==> src/rtl/reduce_and_arbiter.sv <==
// rtl/reduce_and_arbiter.sv - round-robin arbiter feeding one shared serial reduce-AND unit (option: REDUCE_AND_EARLY_EXIT_EN)
module reduce_and_arbiter #(
    parameter int NUM_REQ = 4,
    parameter int DATA_W  = 12,
    parameter int UNIT_W  = 3,
    localparam int ID_W   = $clog2(NUM_REQ)
) (
    input  logic                      clk,
    input  logic                      rst,
    input  logic [NUM_REQ-1:0]        req_valid,
    input  logic [NUM_REQ*DATA_W-1:0] req_data,
    output logic [NUM_REQ-1:0]        req_ack,
    output logic                      out_valid,
    output logic                      out_result,
    output logic [ID_W-1:0]           out_id,
    output logic                      busy
);

    localparam int NCHUNK = (DATA_W + UNIT_W - 1) / UNIT_W;
    localparam int PAD_W  = NCHUNK * UNIT_W;
    localparam int CI_W   = (NCHUNK > 1) ? $clog2(NCHUNK) : 1;

    typedef enum logic [1:0] {
        S_IDLE = 2'd0,
        S_BUSY = 2'd1,
        S_DONE = 2'd2
    } state_t;

    state_t             r_state;
    state_t             w_state_next;
    logic [ID_W-1:0]    r_last_grant;
    logic [ID_W-1:0]    r_grant;
    logic [PAD_W-1:0]   r_operand;
    logic               r_acc;
    logic [CI_W-1:0]    r_chunk_idx;
    logic [NUM_REQ-1:0] r_req_ack;
    logic               r_out_valid;
    logic               r_out_result;
    logic [ID_W-1:0]    r_out_id;

    logic               w_any;
    logic [ID_W-1:0]    w_pick;
    logic [PAD_W-1:0]   w_pick_padded;
    logic [UNIT_W-1:0]  w_chunk;
    logic               w_chunk_and;
    logic               w_acc_next;
    logic               w_last_chunk;
    logic               w_finish;

    // First requester at or after last+1, wrapping around the requester ring.
    function automatic logic [ID_W-1:0] rr_pick(input logic [NUM_REQ-1:0] valid,
                                                input logic [ID_W-1:0]    last);
        logic [ID_W-1:0] pick;
        logic            found;
        int              idx;
        pick  = '0;
        found = 1'b0;
        for (int k = 1; k <= NUM_REQ; k++) begin
            idx = (int'(last) + k) % NUM_REQ;
            if (!found && valid[idx]) begin
                found = 1'b1;
                pick  = ID_W'(idx);
            end
        end
        return pick;
    endfunction

    assign w_any  = |req_valid;
    assign w_pick = rr_pick(req_valid, r_last_grant);

    // Winner's operand, with bits above DATA_W forced to 1 so padding never clears the result.
    always_comb begin
        w_pick_padded                = '1;
        w_pick_padded[DATA_W-1:0]    = req_data[int'(w_pick)*DATA_W +: DATA_W];
    end

    assign w_chunk      = r_operand[int'(r_chunk_idx)*UNIT_W +: UNIT_W];
    assign w_chunk_and  = &w_chunk;
    assign w_acc_next   = r_acc & w_chunk_and;
    assign w_last_chunk = (r_chunk_idx == CI_W'(NCHUNK - 1));

`ifdef REDUCE_AND_EARLY_EXIT_EN
    // A zero chunk already decides the result, so the remaining chunks are skipped.
    assign w_finish = w_last_chunk || !w_chunk_and;
`else
    assign w_finish = w_last_chunk;
`endif

    // State register.
    always_ff @(posedge clk) begin
        if (rst) begin
            r_state <= S_IDLE;
        end else begin
            r_state <= w_state_next;
        end
    end

    // Next-state logic: IDLE -> BUSY -> DONE -> IDLE.
    always_comb begin
        w_state_next = r_state;
        case (r_state)
            S_IDLE:  if (w_any) w_state_next = S_BUSY;
            S_BUSY:  if (w_finish) w_state_next = S_DONE;
            S_DONE:  w_state_next = S_IDLE;
            default: w_state_next = S_IDLE;
        endcase
    end

    // Grant latch, serial accumulation and registered result outputs.
    always_ff @(posedge clk) begin
        if (rst) begin
            r_last_grant <= ID_W'(NUM_REQ - 1);
            r_grant      <= '0;
            r_operand    <= '0;
            r_acc        <= 1'b1;
            r_chunk_idx  <= '0;
            r_req_ack    <= '0;
            r_out_valid  <= 1'b0;
            r_out_result <= 1'b0;
            r_out_id     <= '0;
        end else begin
            r_req_ack   <= '0;
            r_out_valid <= 1'b0;
            case (r_state)
                S_IDLE: begin
                    if (w_any) begin
                        r_grant     <= w_pick;
                        r_operand   <= w_pick_padded;
                        r_req_ack   <= NUM_REQ'(1) << w_pick;
                        r_acc       <= 1'b1;
                        r_chunk_idx <= '0;
                    end
                end
                S_BUSY: begin
                    r_acc <= w_acc_next;
                    if (w_finish) begin
                        r_out_valid  <= 1'b1;
                        r_out_result <= w_acc_next;
                        r_out_id     <= r_grant;
                    end else begin
                        r_chunk_idx <= r_chunk_idx + 1'b1;
                    end
                end
                S_DONE: begin
                    // Pointer advances only on completion, so an aborted grant is retried fairly.
                    r_last_grant <= r_grant;
                end
                default: begin
                    r_acc <= 1'b1;
                end
            endcase
        end
    end

    assign req_ack    = r_req_ack;
    assign out_valid  = r_out_valid;
    assign out_result = r_out_result;
    assign out_id     = r_out_id;
    assign busy       = (r_state == S_BUSY) || (r_state == S_DONE);

endmodule

==> config.mk <==
export PLATFORM = sky130hd
export DESIGN_NAME = reduce_and_arbiter
export DESIGN_NICKNAME = d
export VERILOG_FILES = /design/src/rtl/reduce_and_arbiter.sv
export SDC_FILE = /design/constraint.sdc
export NUM_CORES = 1
export LEC_CHECK = 0
export CORE_MARGIN = 10
export CORE_UTILIZATION = 44
export DETAILED_ROUTE_END_ITERATION = 7
export GPL_TIMING_DRIVEN = 0
export PLACE_DENSITY_LB_ADDON = 0.05
export SLEW_MARGIN = 25
export SYNTH_ARGS = -nofsm -noshare
export SYNTH_HDL_FRONTEND = slang
export SYNTH_SLANG_ARGS = --single-unit
==> constraint.sdc <==
create_clock -name clk -period 2.7 [get_ports clk]
set_input_delay 0.54 -clock clk [delete_from_list [all_inputs] [get_ports clk]]
set_output_delay 0.54 -clock clk [all_outputs]
set_load 0.01 [all_outputs]
==> results of run 1 <==
[logic make-up (layout without fill, tap and decap cells)]
logic type	after synthesis	after routing	synth area share
flops	29	29	0.3507
simple gates	59	59	0.1995
buf+inv	20	93	0.05215
compound gates	59	59	0.2525
mux	15	15	0.1073
fa+ha+maj	5	5	0.03779
[layer usage]
metal | wire (um) | share of wire
met2 | 2047 | 0.45
met1 | 2039 | 0.45
met4 | 64 | 0.014
met5 | 0 | 0
met3 | 405 | 0.089
[repair_timing]
item                                    in CTS  in global routing
hold buffers                                 0                  0
buffers inserted                             0                  3
endpoints found under the setup margin       0                  4
[worst reg2reg max path, delay by kind of cell, from the launching register on]
kind	cells	cell delay, ns
mux	1	0.34
compound gates	2	0.54
buf+inv	2	0.29
simple gates	2	0.31
flops	1	0.41
[area by class of cell]
class	count	area, um2	share of cell area
clock inverters	1	5.005	0.002024
clock buffers	7	96.34	0.03897
repair buffers	65	655.6	0.2652
multi-input cells	138	988.4	0.3998
flip-flops and latches	29	580.6	0.2348
well taps	48	60.06	0.02429
inverters	5	18.77	0.007591
plain buffers	15	67.56	0.02733
[placed cells by master, fill, tap and decap left out, types with 5 or more instances in the layout]
cell type and n:
clkbuf_1 11, and2_1 5, nand3_1 8, a221o_1 13, dfxtp_1 29, nor2_1 14
a21oi_1 19, o21ai_0 6, mux2_1 8, ha_1 5, nand2_1 6, clkbuf_8 7
clkdlybuf4s50_1 62, o31ai_1 12, inv_1 5, nand4_1 12
[report_power, final]
group,leakage [nW],internal [mW],switching (mW),total [mW]
registers,0.238,0.466,0.0231,0.489
clock network,0.0542,0.230,0.154,0.384
logic,0.627,0.163,0.111,0.274
[registers in the layout, summed over array words and instances, names as in the netlist, 2 cells and up]
| signal | flops |
|---|---|
| req_ack | 4 |
| out_id | 2 |
| r_chunk_idx | 2 |
| r_state | 2 |
| r_last_grant | 2 |
| r_grant | 2 |
| r_operand | 12 |
[worst paths after layout]
path / endpoint / startpoint / cells past startpoint / slack, ns
setup / recovery: r_operand[10]$_SDFFE_PP0N_ / req_valid[3] / 8 / 0.22
hold / removal: out_id[0]$_SDFFE_PP0P_ / out_id[0]$_SDFFE_PP0P_ / 2 / 0.45
setup reg to reg: r_operand[10]$_SDFFE_PP0N_ / r_last_grant[0]$_SDFFE_PP1N_ / 7 / 0.69
hold reg to reg: out_id[0]$_SDFFE_PP0P_ / out_id[0]$_SDFFE_PP0P_ / 2 / 0.45
[metrics by stage]
stage,worst slack (ns),util,setup TNS (ns),cells,power [mW]
floorplan,0.5639,-,0,187,0.6351
global placement,-0.2307,0.6381,-1.439,297,0.7586
detailed placement,-0.2397,0.6381,-1.493,297,0.7614
CTS,0.06480,0.6658,0,305,1.144
global route,0.1447,0.6753,0,308,1.206
finish,0.2168,0.6753,0,308,1.146
==> flow_summary.toml, run 1 <==
[synthesis]
synth_most_common_cell = "dfxtp_1"
synth_top_area_frac = 0.3507
ys_top_cells_by_area = "dfxtp_1, a221o_1, a21oi_1"
synth_edf_count = 0
synthArstFlopShare = 0
yosysSeqAreaShare = 0.3507
syn-num-nets = 246
postSynthAreaPerCell_um2 = 8.852
synth_area_mm2 = 0.001655
yosys-top-cells-count = "dfxtp_1, a21oi_1, nor2_1, a221o_1"
synthCells = 187
yosys.area.top_type = "dfxtp_1"
synthFlopType = "dfxtp_1"
yosys_register_bits = 29
ys_types = 34
yosysWarnings = 0

[critical_path]
cp.buffers_inverters = 3
cp_max_fo = 10
cp_slowest_stage_delay_ns = 0.49
criticalPathCategory = "in -> reg"
slowest_stage = "clkdlybuf4s50_1"
startpoint_type = "input pin"
path_delay_family = "buffers and inverters"
crit_chain = "clkdlybuf4s50_1 > nor2b_2 > o21a_2 > nor3_4 > buf_12 > buf_6 > mux2_1 > a221o_1"
cp.arrival_ns = 2.65
endpoint_kind = "flop"
worstPathRequired_ns = 2.86

[floorplanning]
fp.dieW_um = 81.34
ioPinCount = 63
die_h_um = 81.34
start_util = 0.4522
core_area_mm2 = 0.003661
die_area_mm2 = 0.006615
core.rowCount = 22

[power]
power.leakage_nw = 0.9189
p_per_area_mw_per_mm2 = 463.6
vdd_drop_max_mv = 0.2026

[sta]
slew_viol_final = 0
setup_viol = 0
hold_violations = 0
slew_headroom = 0.6936
clock_skew_ns = 0.007970
period_share = 0.9197
rsz0062_at_grt = "false"
period_needed_ns = 2.483
tightest_slew_ns = 0.4596
hold_slack_ns = 0.4526
fmax_mhz = 402.7

[finish]
syn2layout_area_growth_pct = 49.36
fin_area_mm2 = 0.002472
final_nets = 318
num-fill-cells = 299
num_antenna_cells = 0
final_layout_size_suffix_gt1_frac = 0.09615

[global_route]
use_met1 = 0.1749
grt_use_met3 = 0.04967
grt_busiest_layer = "met2"
first_global_vias = 1614
grtUsageTotal = 0.1376
overflow = 0
antenna_found_initial = 0
use_met2 = 0.2077
grt_pass1_wl_mm = 7.307
grt_max_degree = 11

[routing]
wl_per_cell_um = 14.79
first_iter_violations = 119
routed_wirelength_mm = 4.556
drc = 0
detail-route-antenna-nets = 0
first_pass_iters = 4
viasPerCell = 5.487
vias = 1690

[cts]
path_clk_slew_ns = 0.06
numCtsBuffers = 5
cts_root_buffer = "clkbuf_8"
cts_tree = "built"
htree_levels = 2
cts_buffer_depth = 2
clk_latency_ns = 0.28
cts_resized = 0
cts_sinks = 29

[place]
place_congestion = 0.8259
place_area_mm2 = 0.002336
portBuffers = 62
hpwl_mm = 3.667

[hold_path]
hp-class = "reg -> reg"

[flow_run]
max_cap_viol_count = 0

[status]
status = "finished clean"
(Power assumes the default switching activity.)
==> run 2: changes to the inputs <==
Settings changed: CTS_BUF_LIST from default to sky130_fd_sc_hd__clkbuf_4 sky130_fd_sc_hd__clkbuf_8 sky130_fd_sc_hd__clkbuf_16.
==> results of run 2 <==
No change in the layout: final DEF, timing and power equal those of run 1.
